File: config.mk
export PLATFORM = sky130hd
export DESIGN_NAME = ib_feeder
export DESIGN_NICKNAME = d
export VERILOG_FILES = /design/src/rtl/ib_feeder_pkg.sv /design/src/rtl/ib_feeder.sv
export SDC_FILE = /design/constraint.sdc
export NUM_CORES = 1
export LEC_CHECK = 0
export ABC_AREA = 1
export BUFFER_PORTS_ARGS = -buffer_cell sky130_fd_sc_hd__buf_2
export CAP_MARGIN = 20
export CORE_MARGIN = 1
export CORE_UTILIZATION = 40
export DETAILED_ROUTE_END_ITERATION = 12
export GPL_TIMING_DRIVEN = 1
export PLACE_DENSITY = 0.63
export SLEW_MARGIN = 0
export SYNTH_ARGS = -nofsm -noshare
export SYNTH_HDL_FRONTEND = slang
export SYNTH_SLANG_ARGS = --single-unit
File: constraint.sdc
create_clock -name clk -period 1.8 [get_ports clk]
set_input_delay 0.09 -clock clk [delete_from_list [all_inputs] [get_ports clk]]
set_output_delay 0.09 -clock clk [all_outputs]
set_load 0.005 [all_outputs]
File: src/rtl/ib_feeder_pkg.sv
// Shared definitions for the input-buffer feeder and every controller that drives
// the 4-lane input buffer control pins.
package ib_feeder_pkg;

   localparam logic [1:0] CTL_IDLE  = 2'd0;
   localparam logic [1:0] CTL_STORE = 2'd1;
   localparam logic [1:0] CTL_OUT   = 2'd2;
   localparam logic [1:0] CTL_CLEAR = 2'd3;

   localparam int DEF_WIDTH  = 16;
   localparam int DEF_VECTOR = 4;
   localparam int DEF_ADDR_W = 8;

   typedef enum logic [2:0] {
      S_IDLE,
      S_CLEAR,
      S_LOAD,
      S_GAP,
      S_DRAIN,
      S_FIN
   } state_t;

endpackage

File: src/rtl/ib_feeder.sv
// Load-side driver for the input buffer: fetches VECTOR words from a synchronous-read
// memory and sequences clear, store burst, gap and optional output burst.
module ib_feeder
   import ib_feeder_pkg::*;
#(
   parameter int WIDTH  = DEF_WIDTH,
   parameter int VECTOR = DEF_VECTOR,
   parameter int ADDR_W = DEF_ADDR_W
) (
   input  logic              clk,
   input  logic              rst,
   input  logic              start,
   input  logic [ADDR_W-1:0] base_addr,
   input  logic              drain,
   input  logic              replay,
   output logic              mem_rd,
   output logic [ADDR_W-1:0] mem_addr,
   input  logic [WIDTH-1:0]  mem_data,
   output logic [1:0]        ib_ctl,
   output logic [WIDTH-1:0]  ib_in,
   output logic              busy,
   output logic              done
);

   localparam int CW = $clog2(VECTOR + 1);
   localparam logic [CW-1:0] VEC_C = CW'(VECTOR);

   state_t            state_q;
   logic [ADDR_W-1:0] base_q;
   logic              drain_q;
   logic              replay_q;
   logic [CW-1:0]     rd_q;
   logic [CW-1:0]     st_q;
   logic              vld_q;
   logic              mem_rd_q;
   logic [ADDR_W-1:0] mem_addr_q;
   logic [1:0]        ctl_q;
   logic [WIDTH-1:0]  ib_in_q;
   logic              busy_q;
   logic              done_q;

   // Every output is computed for the cycle that follows the edge, so each branch
   // sets the values of the state being entered.
   always_ff @(posedge clk) begin
      if (rst) begin
         state_q    <= S_IDLE;
         base_q     <= '0;
         drain_q    <= 1'b0;
         replay_q   <= 1'b0;
         rd_q       <= '0;
         st_q       <= '0;
         vld_q      <= 1'b0;
         mem_rd_q   <= 1'b0;
         mem_addr_q <= '0;
         ctl_q      <= CTL_IDLE;
         ib_in_q    <= '0;
         busy_q     <= 1'b0;
         done_q     <= 1'b0;
      end else begin
         vld_q    <= mem_rd_q;
         mem_rd_q <= 1'b0;
         ctl_q    <= CTL_IDLE;
         ib_in_q  <= '0;
         done_q   <= 1'b0;

         if ((state_q == S_CLEAR || state_q == S_LOAD) && rd_q != VEC_C) begin
            mem_rd_q   <= 1'b1;
            mem_addr_q <= base_q + ADDR_W'(rd_q);
            rd_q       <= rd_q + 1'b1;
         end

         case (state_q)
            S_IDLE: begin
               if (start) begin
                  base_q   <= base_addr;
                  drain_q  <= drain;
                  replay_q <= replay;
                  busy_q   <= 1'b1;
                  st_q     <= '0;
                  if (replay) begin
                     state_q <= S_GAP;
                  end else begin
                     state_q    <= S_CLEAR;
                     ctl_q      <= CTL_CLEAR;
                     mem_rd_q   <= 1'b1;
                     mem_addr_q <= base_addr;
                     rd_q       <= CW'(1);
                  end
               end
            end
            S_CLEAR: state_q <= S_LOAD;
            S_LOAD: begin
               // Data in flight is presented one cycle after it returns.
               if (vld_q) begin
                  ctl_q   <= CTL_STORE;
                  ib_in_q <= mem_data;
                  st_q    <= st_q + 1'b1;
               end else if (st_q == VEC_C) begin
                  state_q <= S_GAP;
               end
            end
            S_GAP: begin
               if (drain_q || replay_q) begin
                  state_q <= S_DRAIN;
                  ctl_q   <= CTL_OUT;
                  st_q    <= CW'(1);
               end else begin
                  state_q <= S_FIN;
                  done_q  <= 1'b1;
                  busy_q  <= 1'b0;
               end
            end
            S_DRAIN: begin
               if (st_q == VEC_C) begin
                  state_q <= S_FIN;
                  done_q  <= 1'b1;
                  busy_q  <= 1'b0;
               end else begin
                  ctl_q <= CTL_OUT;
                  st_q  <= st_q + 1'b1;
               end
            end
            S_FIN: begin
               state_q <= S_IDLE;
               rd_q    <= '0;
            end
            default: state_q <= S_IDLE;
         endcase
      end
   end

   assign mem_rd   = mem_rd_q;
   assign mem_addr = mem_addr_q;
   assign ib_ctl   = ctl_q;
   assign ib_in    = ib_in_q;
   assign busy     = busy_q;
   assign done     = done_q;

endmodule

### After elaboration in Yosys (flattened, before gate mapping)

Cells that the tools add are included.

| cells by class | value |
|---|---|
| add/sub/neg operators | 3 |
| equality and inequality tests | 15 |
| multiplexer cells | 37 |
| bitwise logic cells | 2 |
| reductions and logical operators | 11 |

Operators by type and width:

| operator | count |
|---|---|
| $mux 3 | 11 |
| $mux 8 | 4 |
| $pmux 3 s5 | 1 |
| $ne 2x2->1 const B | 7 |
| $pmux 3 s4 | 1 |
| $mux 1 | 11 |
| $mux 2 | 5 |
| $eq 3x3->1 const B | 3 |
| $add 8x3->8 | 1 |
| $pmux 2 s4 | 1 |
| $reduce_and 4->1 | 2 |
| $add 3x1->3 const B | 2 |
| $eq 3x2->1 const B | 2 |
| $pmux 3 s2 | 1 |
| $reduce_and 5->1 | 1 |
| $reduce_bool 4->1 | 1 |
| $eq 3x1->1 const B | 1 |
| $logic_not 3->1 | 1 |
| $ne 3x3->1 const B | 1 |
| $pmux 1 s3 | 1 |
| $reduce_bool 3->1 | 1 |
| $reduce_or 3->1 | 1 |
| $logic_or 1x1->1 | 2 |
| $ne 2x1->1 const B | 1 |
| other kinds (4) | 5 |

| storage, ports and cells | value |
|---|---|
| bits in registers | 49 |
| input bits | 29 |
| output and inout port bits | 29 |
| word-level logic and storage cells | 81 |

### Depth between registers and ports, before layout

Gate-level depths: netlist of run 1.

| logic depth | value |
|---|---|
| word-level depth | 7 |
| gate-level depth with buffers | 9 |
| mapped depth without buffers | 9 |

### Least setup slack after synthesis of run 1

OpenSTA, ideal clock, no wires.

| path | value |
|---|---|
| kind | flip-flop to flip-flop |
| start point | reg rd_q[0] |
| end point | reg mem_addr_q[4] (netlist: mem_addr[4]) |
| setup time | 0.133 ns |
| arrival time | 1.548 ns |
| required time | 1.667 ns |
| slack | 0.119 ns |
| cell stages (with the launch flop) | 10 |
| path buffers | 0 |
| period minus slack after synthesis | 1.681 ns |
| cell sequence | dfxtp_1 ha_1 inv_1 fa_1 o21ai_0 nand2_1 nand2_1 nand3_1 nand2_1 a21oi_2 |

| on the way | value |
|---|---|
| word-level cells in the longest chain between the ends | 6 |
| elaborated cells on any way between the ends | 7 |
| classes of those cells | 1 x add/sub; 1 x eq/ne; 4 x mux; 1 x reduce/logical |

RTL lines:

| element | RTL line | RTL |
|---|---|---|
| from (decl) | ib_feeder.sv:32 | `logic [CW-1:0] rd_q;` |
| from (signal assigned) | ib_feeder.sv:69 | `rd_q <= rd_q + 1'b1;` |
| branches (longest 2 deep; another with $add 8x3->8) | - |  |
| $mux 8 * | ib_feeder.sv:66 | `if ((state_q == S_CLEAR \|\| state_q == S_LOAD) && rd_q != VEC_C) begin` |
| $mux 8 | ib_feeder.sv:80 | `if (replay) begin` |
| $mux 8 | ib_feeder.sv:74 | `if (start) begin` |
| $mux 8 * | ib_feeder.sv:72 | `case (state_q)` |
| to (signal assigned) | ib_feeder.sv:68 | `mem_addr_q <= base_q + ADDR_W'(rd_q);` |
| to (signal assigned) | ib_feeder.sv:86 | `mem_addr_q <= base_addr;` |
| to (decl) | ib_feeder.sv:36 | `logic [ADDR_W-1:0] mem_addr_q;` |

Every way passes the cells marked *.
A chain may end at the register's enable or synchronous reset.

### Worst setup path after layout of run 1

Same ends and word-level chain as after synthesis.

==> results of run 1 <==
-- flip-flops by register name, summed over array words and instances, names as in the netlist --
name,flops
ib_in,16
base_q,8
mem_addr,8
rd_q,3
st_q,3
state_q,3
ib_ctl,2
busy,1
done,1
drain_q,1
mem_rd,1
replay_q,1
vld_q,1
-- worst reg2reg max path: stages, from the launching register on --
cell and delay [ps]:
sky130_fd_sc_hd__dfxtp_2 350, sky130_fd_sc_hd__ha_1 180, sky130_fd_sc_hd__inv_1 60, sky130_fd_sc_hd__fa_1 410, sky130_fd_sc_hd__o21ai_1 140, sky130_fd_sc_hd__buf_4 130
sky130_fd_sc_hd__nand2_1 40, sky130_fd_sc_hd__nand2_1 50, sky130_fd_sc_hd__nand3_1 60, sky130_fd_sc_hd__nand2_1 90, sky130_fd_sc_hd__a21oi_2 50
-- routing by layer --
metal / vias up / part of all wire [%] / GRT usage, %
met4: 0 / 1.4 / 5.77
met2: 30 / 47 / 30.6
met1: 863 / 48 / 21.6
met5: - / 0 / 0
met3: 6 / 3.5 / 4.07
li1: 1054 / - / -
-- final timing paths --
kind | from | end | slack [ps]
worst min-delay path | base_addr[0] | base_q[0] | 8
worst max register to register | rd_q[0] | mem_addr[4] | 130
worst max-delay path | rd_q[0] | mem_addr[4] | 130
worst min register to register | mem_rd | vld_q | 430
-- report_power, final --
group | total (W) | leakage, nW | internal (W) | switching (W)
registers | 0.00153 | 0.401 | 0.00135 | 0.000188
logic | 0.00172 | 0.974 | 0.000659 | 0.00106
clock network | 0.000688 | 0.0452 | 0.000284 | 0.000404
-- timing repair --
item                       in CTS  in global routing
hold endpoints to repair       17                  0
resized for setup               0                  2
setup endpoints to repair       0                  2
hold buffers                   17                  0
-- area by class of cell --
cell class | instances | area [sq um]
Clock inverter | 3 | 25.0
Timing Repair Buffer | 78 | 485
Multi-Input combinational cell | 182 | 993
Sequential cell | 49 | 982
Fill cell | 511 | 2390
Clock buffer | 5 | 68.8
Tap cell | 70 | 87.6
Inverter | 53 | 201
-- through the flow --
step / instances / hold WS (ps)
floorplan: 291 / 202
global placement: 415 / 301
detailed placement: 415 / 308
CTS: 440 / 0.528
global route: 440 / 22.7
finish: 440 / 7.66
-- logic make-up after synthesis --
| family | after synthesis |
|---|---|
| and+or+nand+nor | 117 |
| xor gates and xnor gates | 5 |
| buffers and inverters | 60 |
| AOI/OAI and AO/OA | 52 |
| adders and majority gates | 8 |
| DFF | 49 |
-- cells in the final DEF, fill, tap and decap left out, drive strengths merged --
cell type,count
inv,55
o211ai,1
a21oi,27
clkinvlp,1
xor2,4
nand3,18
dfxtp,49
buf,61
nand4,1
clkbuf,5
nand2,52
ha,7
xnor2,1
fa,1
o21ai,21
dlygate4sd3,17
a211oi,1
nor2,44
nor3,2
o31ai,2
==> results.py, run 1 <==
metrics = {
    "run_status": {
        "run_status": "finished, final reports clean",
    },
    "worst_hold_path": {
        "holdCritPathClass": "input port to flip-flop",
        "holdPathStages": 3,
    },
    "detailed_routing": {
        "detail_route.iter0.violations": 81,
        "post-route-drc-count": 0,
        "drtPass1Iterations": 4,
        "routed_via_density": 4.44,
        "avgRoutedWirePerCell_microns": 10.9,
        "drt_wl_total_microns": 4790,
        "ant_nets": 0,
        "vias": 1953,
    },
    "critical_path": {
        "slowest_delay_ps": 410,
        "worstRegToRegCells": 10,
        "critical_path.slowest_cell": "sky130_fd_sc_hd__fa_1",
        "cp-start-kind": "flip-flop",
        "timing_worst_setup_path_type": "flip-flop to flip-flop",
        "worst-path-stages": 10,
        "cpLargestDelayFamily": "adder cells",
        "crit_chain": "ha_1 -> inv_1 -> fa_1 -> o21ai_1 -> buf_4 -> nand2_1 -> nand2_1 -> nand3_1 -> nand2_1 -> a21oi_2",
        "timing.critical_path.buf_inv": 2,
        "critical_path_arrival_ps": 1870,
        "cp_common_cell": "sky130_fd_sc_hd__nand2_1",
        "cp.required_ps": 2000,
        "cp_max_fo": 4,
        "type_of_element_capturing_the_critical_path": "flip-flop",
    },
    "timing": {
        "post-route-worst-setup-slack_ps": 127,
        "max_slew_margin_pct": 76.0,
        "maxSlewViolCount": 0,
        "fmax_mhz": 598,
        "finalSetupViolCount": 0,
        "fin_crit_ps": 1670,
        "clock_skew_ps": 6.40,
        "totalNegativeSetupSlack_ps": 0,
        "finalHoldViolations": 0,
        "rsz0062_at_grt": "no",
        "final_clock_period_utilization_by_the_worst_path_pct": 92.9,
        "timing_worst_slew_pin_value_ps": 359,
    },
    "final_layout": {
        "flow.area_growth_from_synthesis_pct": 27.8,
        "post-route-util_pct": 54.3,
        "drive_above_1_share_pct": 25.4,
        "finalNetCount": 406,
        "antenna-diode-count": 0,
        "design_area_sq_um": 2840,
    },
    "clocking": {
        "postCtsSetupRepairBufs": 0,
        "cts_tree": "built",
        "insertion_delay_ps": 310,
        "cts-root-to-sink-buffers": 2,
        "clock_tree.root_cell": "sky130_fd_sc_hd__clkbuf_8",
        "worst_setup_hold_path_clk_slew_ps": 100,
        "cts-buffers-inserted": 5,
        "cts_htree_levels": 2,
        "clkSinkCount": 49,
    },
    "place": {
        "globalplace.congestion": 0.782,
        "dpl.hpwl_microns": 3410,
        "port_buffers": 57,
        "dpl-instance-area_sq_um": 2580,
        "pre_cts_ws_ps": 77.9,
    },
    "logic_synthesis": {
        "yosys.area_share.xor_xnor_pct": 1.97,
        "synth_enable_flop_cells": 0,
        "dominantRegCellSynth": "sky130_fd_sc_hd__dfxtp_1",
        "ys_seq_area_share_pct": 44.1,
        "postSynthAreaPerCell_sq_um": 7.65,
        "synthTopCellsByCount": "sky130_fd_sc_hd__dfxtp_1, sky130_fd_sc_hd__nand2_1, sky130_fd_sc_hd__inv_1",
        "yosys-mux-area-fraction_pct": 0,
        "synth_compound_area_share_pct": 13.5,
        "synth_top_family_by_area": "simple AND/OR/NAND/NOR gates",
        "synth.net_count": 328,
        "synth_top_cells_by_area": "sky130_fd_sc_hd__dfxtp_1, sky130_fd_sc_hd__nand2_1, sky130_fd_sc_hd__inv_1",
        "synth_top_area_share_pct": 44.1,
        "synthSimpleGateAreaFrac_pct": 24.3,
        "synth.distinct_cells": 31,
        "synthesized_area_fraction_occupied_by_adder_cells_pct": 4.83,
        "synth_top_area_cell": "sky130_fd_sc_hd__dfxtp_1",
        "ys.warnings.count": 0,
        "postSynthCellCount": 291,
        "postSynthRegisterBits": 49,
        "synth-async-reset-ratio_pct": 0,
        "syn-cell-area_sq_um": 2230,
    },
    "die": {
        "floorplan_die_area_sq_um": 5870,
        "chipWidth_microns": 76.6,
        "io_pins": 58,
        "die_height_microns": 76.6,
        "core_area_sq_um": 5240,
        "floorplan.initialDensity_pct": 42.5,
        "rows": 26,
    },
    "power": {
        "cell_leakage_power_nw": 1.42,
        "power_w": 0.00394,
        "irDropWorstVdd_mv": 0.701,
        "p_per_area_nw_per_um2": 1390,
    },
    "grt": {
        "largest_net_degree_at_the_start_of_global_routing": 19,
        "grt-ovfl-total": 0,
        "grt_first_pass_wirelength_microns": 8290,
        "grt.total_usage_pct": 17.7,
        "grt_pass1_vias": 1885,
        "antenna_found_initial": 0,
    },
    "flow_run": {
        "drv.max_cap_violation_count": 0,
    },
}
(Power assumes the default switching activity.)
==> run 2: changes to the inputs <==
--- a/config.mk
+++ b/config.mk
@@ -13,6 +13,8 @@
 export DETAILED_ROUTE_END_ITERATION = 12
 export GPL_TIMING_DRIVEN = 1
 export PLACE_DENSITY = 0.63
+export SETUP_SLACK_MARGIN = 0.15
+export SKIP_LAST_GASP = 1
 export SLEW_MARGIN = 0
 export SYNTH_ARGS = -nofsm -noshare
 export SYNTH_HDL_FRONTEND = slang
==> results.py, run 2 (synthesis gave the netlist of run 1 again) <==
metrics = {
    "die": {
        "floorplan_die_area_sq_um": 5870,
        "io_pins": 58,
        "floorplan.initialDensity_pct": 42.5,
        "rows": 26,
        "die_height_microns": 76.6,
        "core_area_sq_um": 5240,
        "chipWidth_microns": 76.6,
    },
    "timing": {
        "finalHoldViolations": 0,
        "totalNegativeSetupSlack_ps": 0,
        "fin_crit_ps": 1580,
        "rsz0062_at_grt": "no",
        "max_slew_margin_pct": 73.8,
        "post-route-worst-setup-slack_ps": 223,
        "final_clock_period_utilization_by_the_worst_path_pct": 87.6,
        "maxSlewViolCount": 0,
        "finalSetupViolCount": 0,
        "clock_skew_ps": 4.51,
        "timing_worst_slew_pin_value_ps": 392,
        "fmax_mhz": 634,
    },
    "final_layout": {
        "largest_register_ffs": 16,
        "antenna-diode-count": 0,
        "mostFrequentLayoutCell": "sky130_fd_sc_hd__buf_2",
        "drive_above_1_share_pct": 26.6,
        "layout.cells.most_common_list": "sky130_fd_sc_hd__buf_2, sky130_fd_sc_hd__nand2_1, sky130_fd_sc_hd__inv_1",
        "finalNetCount": 405,
        "layout.cells.non_filler": 439,
        "flow.area_growth_from_synthesis_pct": 28.6,
    },
    "flow_run": {
        "drv.max_cap_violation_count": 0,
    },
    "clocking": {
        "clock_tree.root_cell": "sky130_fd_sc_hd__clkbuf_8",
        "cts-root-to-sink-buffers": 2,
        "cts_htree_levels": 2,
        "cts_tree": "built",
        "postCtsSetupRepairBufs": 0,
        "insertion_delay_ps": 300,
        "worst_setup_hold_path_clk_slew_ps": 90,
        "clkSinkCount": 49,
        "cts-buffers-inserted": 5,
    },
    "critical_path": {
        "worstRegToRegCells": 9,
        "cp_max_fo": 4,
        "type_of_element_capturing_the_critical_path": "flip-flop",
        "crit_chain": "ha_4 -> inv_1 -> fa_2 -> o21ai_4 -> nand2_1 -> nand2_1 -> nand3_1 -> nand2_1 -> a21oi_2",
        "r2r-end": "mem_addr[6]",
        "timing_worst_setup_path_type": "flip-flop to flip-flop",
        "cp-start-kind": "flip-flop",
        "reg2reg_setup_slack_ps": 220,
        "critical_path.slowest_cell": "sky130_fd_sc_hd__dfxtp_2",
        "cp.required_ps": 1990,
        "critical_path_arrival_ps": 1770,
        "cp_common_cell": "sky130_fd_sc_hd__nand2_1",
        "slowest_delay_ps": 370,
        "crit-reg2reg-launch": "base_q[0]",
    },
    "worst_hold_path": {
        "holdPathStages": 3,
        "worstHoldStart": "base_addr[2]",
        "min_to": "base_q[2]",
        "holdCritPathClass": "input port to flip-flop",
    },
    "power": {
        "power_w": 0.00399,
        "p_per_area_nw_per_um2": 1390,
        "irDropWorstVdd_mv": 0.644,
        "power_frac_clock_pct": 16.6,
        "internal_power_w": 0.00231,
        "cell_leakage_power_nw": 1.42,
        "switching_power_w": 0.00168,
        "power.share.sequential_pct": 38.9,
        "combPwrFrac_pct": 44.5,
        "power.share.switching_pct": 42.2,
    },
    "detailed_routing": {
        "post-route-drc-count": 0,
        "ant_nets": 0,
        "drt_wl_total_microns": 5170,
        "vias": 1997,
        "routed_via_density": 4.55,
        "avgRoutedWirePerCell_microns": 11.8,
        "detail_route.iter0.violations": 127,
        "drtPass1Iterations": 5,
    },
    "grt": {
        "grt.total_usage_pct": 18.7,
        "grt-ovfl-total": 0,
        "grt_pass1_vias": 1888,
        "largest_net_degree_at_the_start_of_global_routing": 19,
        "antenna_found_initial": 0,
        "grt_first_pass_wirelength_microns": 8680,
    },
    "place": {
        "port_buffers": 57,
        "globalplace.congestion": 0.858,
        "dpl.hpwl_microns": 3490,
        "pre_cts_ws_ps": 35.5,
        "cell_total_after_placement": 415,
    },
    "run_status": {
        "run_status": "finished, final reports clean",
    },
}
-- run 2: cell type report --
class,instances,area [sq um]
sequential,49,983
clock buffer,5,68.8
inverter,53,204
tap,70,87.6
clock inverter,3,22.5
timing repair buffer,77,475
fill,494,2380
multi-input combinational,182,1020
-- run 2: worst max-delay path by stage --
stage,startpoint,to,slack (ps)
final,base_q[0],mem_addr[6],220
after global routing,rd_q[1],rd_q[2],140
after CTS,base_q[0],mem_addr[6],200
after detailed placement,rd_q[0],mem_addr[6],40
after global placement,rd_q[0],mem_addr[4],110
after floorplan,rd_q[0],mem_addr[4],210
-- run 2: through the flow --
stage               hold WS, ps  utilization, %  cell area, sq um
global route               15.1            54.6              2860
detailed placement          308            49.2              2580
floorplan                   202               -              2230
CTS                        5.01            54.2              2840
finish                     21.5            54.6              2860
global placement            301            49.2              2580
-- run 2: metal layers --
metal,wire length (microns),vias to the layer above,GRT usage (%),part of all wire [%]
li1,-,1057,-,-
met3,242,2,4.19,4.7
met4,8,0,4.42,0.15
met5,0,-,0,0
met2,2450,51,30.9,47
met1,2470,887,24.7,48
-- run 2: worst max-delay path, delay by kind of cell, from the launching register on --
family,cells,cell delay (ps)
compound gates,2,250
fa+ha+maj,2,520
buf+inv,1,50
flops,1,370
simple gates,4,280
-- run 2: timing repair --
item,in CTS,in global routing
pin swaps,1,1
endpoints found under the hold margin,16,0
hold buffers,16,0
gates resized for setup,4,4
endpoints found under the setup margin,2,3
-- run 2: power by group through the flow --
stage               registers, W  logic, W  clock network (W)
detailed placement       0.00156   0.00172                  0
global placement         0.00156   0.00171                  0
global route             0.00159   0.00203           0.000732
floorplan                0.00155   0.00133                  0
finish                   0.00155   0.00177           0.000664
CTS                      0.00154   0.00176           0.000693
==> run 3: changes to the inputs <==
--- a/config.mk
+++ b/config.mk
@@ -9,10 +9,10 @@
 export BUFFER_PORTS_ARGS = -buffer_cell sky130_fd_sc_hd__buf_2
 export CAP_MARGIN = 20
 export CORE_MARGIN = 1
-export CORE_UTILIZATION = 40
+export CORE_UTILIZATION = 52
 export DETAILED_ROUTE_END_ITERATION = 12
 export GPL_TIMING_DRIVEN = 1
-export PLACE_DENSITY = 0.63
+export PLACE_DENSITY = 0.79
 export SETUP_SLACK_MARGIN = 0.15
 export SKIP_LAST_GASP = 1
 export SLEW_MARGIN = 0
==> results.py, run 3 (synthesis gave the netlist of run 1 again) <==
metrics = {
    "run_status": {
        "run_status": "finished, final reports clean",
    },
    "clocking": {
        "clkSinkCount": 49,
        "cts_htree_levels": 2,
        "cts-buffers-inserted": 5,
        "insertion_delay_ps": 300,
        "cts_tree": "built",
        "cts-root-to-sink-buffers": 2,
        "worst_setup_hold_path_clk_slew_ps": 90,
        "clock_tree.root_cell": "sky130_fd_sc_hd__clkbuf_8",
    },
    "timing": {
        "clock_skew_ps": 3.16,
        "rsz0062_at_grt": "yes",
        "finalSetupViolCount": 0,
        "max_slew_margin_pct": 79.2,
        "timing_worst_slew_pin_value_ps": 312,
        "finalHoldViolations": 0,
        "totalNegativeSetupSlack_ps": 0,
        "fmax_mhz": 628,
        "final_clock_period_utilization_by_the_worst_path_pct": 88.5,
        "maxSlewViolCount": 0,
        "fin_crit_ps": 1590,
    },
    "place": {
        "port_buffers": 57,
        "dpl.hpwl_microns": 3520,
        "globalplace.congestion": 0.925,
        "dpl-instance-area_sq_um": 2550,
    },
    "critical_path": {
        "crit_chain": "ha_4 -> inv_1 -> fa_2 -> o21ai_4 -> nand2_1 -> nand2_1 -> nand3_1 -> nand2_1 -> a21oi_2",
        "critical_path.slowest_cell": "sky130_fd_sc_hd__fa_2",
        "cp.required_ps": 1990,
        "timing_worst_setup_path_type": "flip-flop to flip-flop",
        "critical_path_arrival_ps": 1780,
        "type_of_element_capturing_the_critical_path": "flip-flop",
        "slowest_delay_ps": 390,
        "cp_common_cell": "sky130_fd_sc_hd__nand2_1",
        "cp_max_fo": 4,
        "cpLargestDelayFamily": "adder cells",
        "cp-start-kind": "flip-flop",
        "timing.critical_path.buf_inv": 1,
    },
    "detailed_routing": {
        "vias": 2083,
        "detail_route.iter0.violations": 98,
        "drt_wl_total_microns": 5320,
        "avgRoutedWirePerCell_microns": 12.6,
        "drtPass1Iterations": 4,
        "ant_nets": 0,
        "post-route-drc-count": 0,
        "routed_via_density": 4.94,
    },
    "final_layout": {
        "mostFrequentLayoutCell": "sky130_fd_sc_hd__buf_2",
        "flow.area_growth_from_synthesis_pct": 29.5,
        "antenna-diode-count": 0,
        "finalNetCount": 408,
        "n_fill_cell": 311,
        "seqCellArea_sq_um": 987,
        "largest_register_ffs": 16,
        "design_area_sq_um": 2880,
        "drive_above_1_share_pct": 27.7,
        "multi_input_area_sq_um": 1020,
        "layout.cells.most_common_list": "sky130_fd_sc_hd__buf_2, sky130_fd_sc_hd__nand2_1, sky130_fd_sc_hd__inv_1",
    },
    "flow_run": {
        "drv.max_cap_violation_count": 0,
    },
    "power": {
        "cell_leakage_power_nw": 1.44,
        "irDropWorstVdd_mv": 0.892,
        "p_per_area_nw_per_um2": 1480,
    },
    "die": {
        "floorplan_die_area_sq_um": 4550,
        "chipWidth_microns": 67.4,
        "io_pins": 58,
        "floorplan.initialDensity_pct": 54.9,
        "die_height_microns": 67.4,
        "core_area_sq_um": 4060,
        "rows": 23,
    },
    "grt": {
        "grt_pass1_vias": 1810,
        "grt.total_usage_pct": 24.7,
        "grt_first_pass_wirelength_microns": 8220,
        "grt-ovfl-total": 0,
        "antenna_found_initial": 0,
        "largest_net_degree_at_the_start_of_global_routing": 19,
    },
    "worst_hold_path": {
        "holdCritPathClass": "input port to flip-flop",
    },
}
[run 3: cell count changes in the layout (fill, tap and decap cells not counted)]
cell and delta:
sky130_fd_sc_hd__dlygate4sd3_1 -1, sky130_fd_sc_hd__bufinv_16 +1, sky130_fd_sc_hd__dfxtp_1 -1, sky130_fd_sc_hd__dfxtp_4 +1
sky130_fd_sc_hd__nor2_2 +1, sky130_fd_sc_hd__clkinv_2 -1, sky130_fd_sc_hd__nor2_1 -1, sky130_fd_sc_hd__buf_4 +4
sky130_fd_sc_hd__clkinv_4 -1, sky130_fd_sc_hd__clkbuf_1 +1
[run 3: stage by stage]
stage	total power, W	hold WS (ps)	std cells	worst slack, ps	utilization (%)
final	0.00427	7.92	422	207	71.0
after global routing	0.00461	11.0	422	87.1	71.0
after CTS	0.00407	6.85	417	158	69.4
after detailed placement	0.00326	310	394	46.4	62.8
after global placement	0.00322	300	394	109	62.8
after floorplan	0.00287	202	291	208	-
[run 3: cell type report]
type,instances,share of cell area (%)
Inverter,53,7.07
Clock inverter,2,1.35
Timing Repair Buffer,80,17.2
Sequential cell,49,34.2
Clock buffer,6,2.52
Tap cell,50,2.17
Multi-Input combinational cell,182,35.5
[run 3: worst paths after layout]
kind / startpoint / slack, ps / endpoint / depth (start not counted)
max: rd_q[0] / 210 / mem_addr[4] / 9
min: mem_data[4] / 8 / ib_in[4] / 3
max reg2reg: rd_q[0] / 210 / mem_addr[4] / 9
min reg2reg: mem_rd / 450 / vld_q / 2
[run 3: worst register-to-register path, delay by kind of cell, from the launching register on]
family,cells,cell delay (ps)
AND/OR/NAND/NOR,4,280
AO/OA/AOI/OAI,2,250
flip-flops,1,380
buffers and inverters,1,50
adder cells (fa/ha/maj),2,530
[run 3: report_power, final]
part           switching (W)  internal [W]
sequential          0.000207       0.00136
combinational        0.00115      0.000780
clock               0.000359      0.000417
[run 3: layer usage]
layer / routed length (microns) / share of wire [%] / global-route usage [%]
met1: 2250 / 42 / 30.3
met2: 2680 / 50 / 42.1
met3: 266 / 5.0 / 5.24
met4: 127 / 2.4 / 9.31
met5: 0 / 0 / 0
[run 3: what timing repair did]
action,in CTS,in global routing
hold buffers,15,0
gates cloned,0,0
setup endpoints to repair,2,6
gates resized for setup,3,8
buffers inserted,0,5
pin swaps,1,6
hold endpoints to repair,15,0
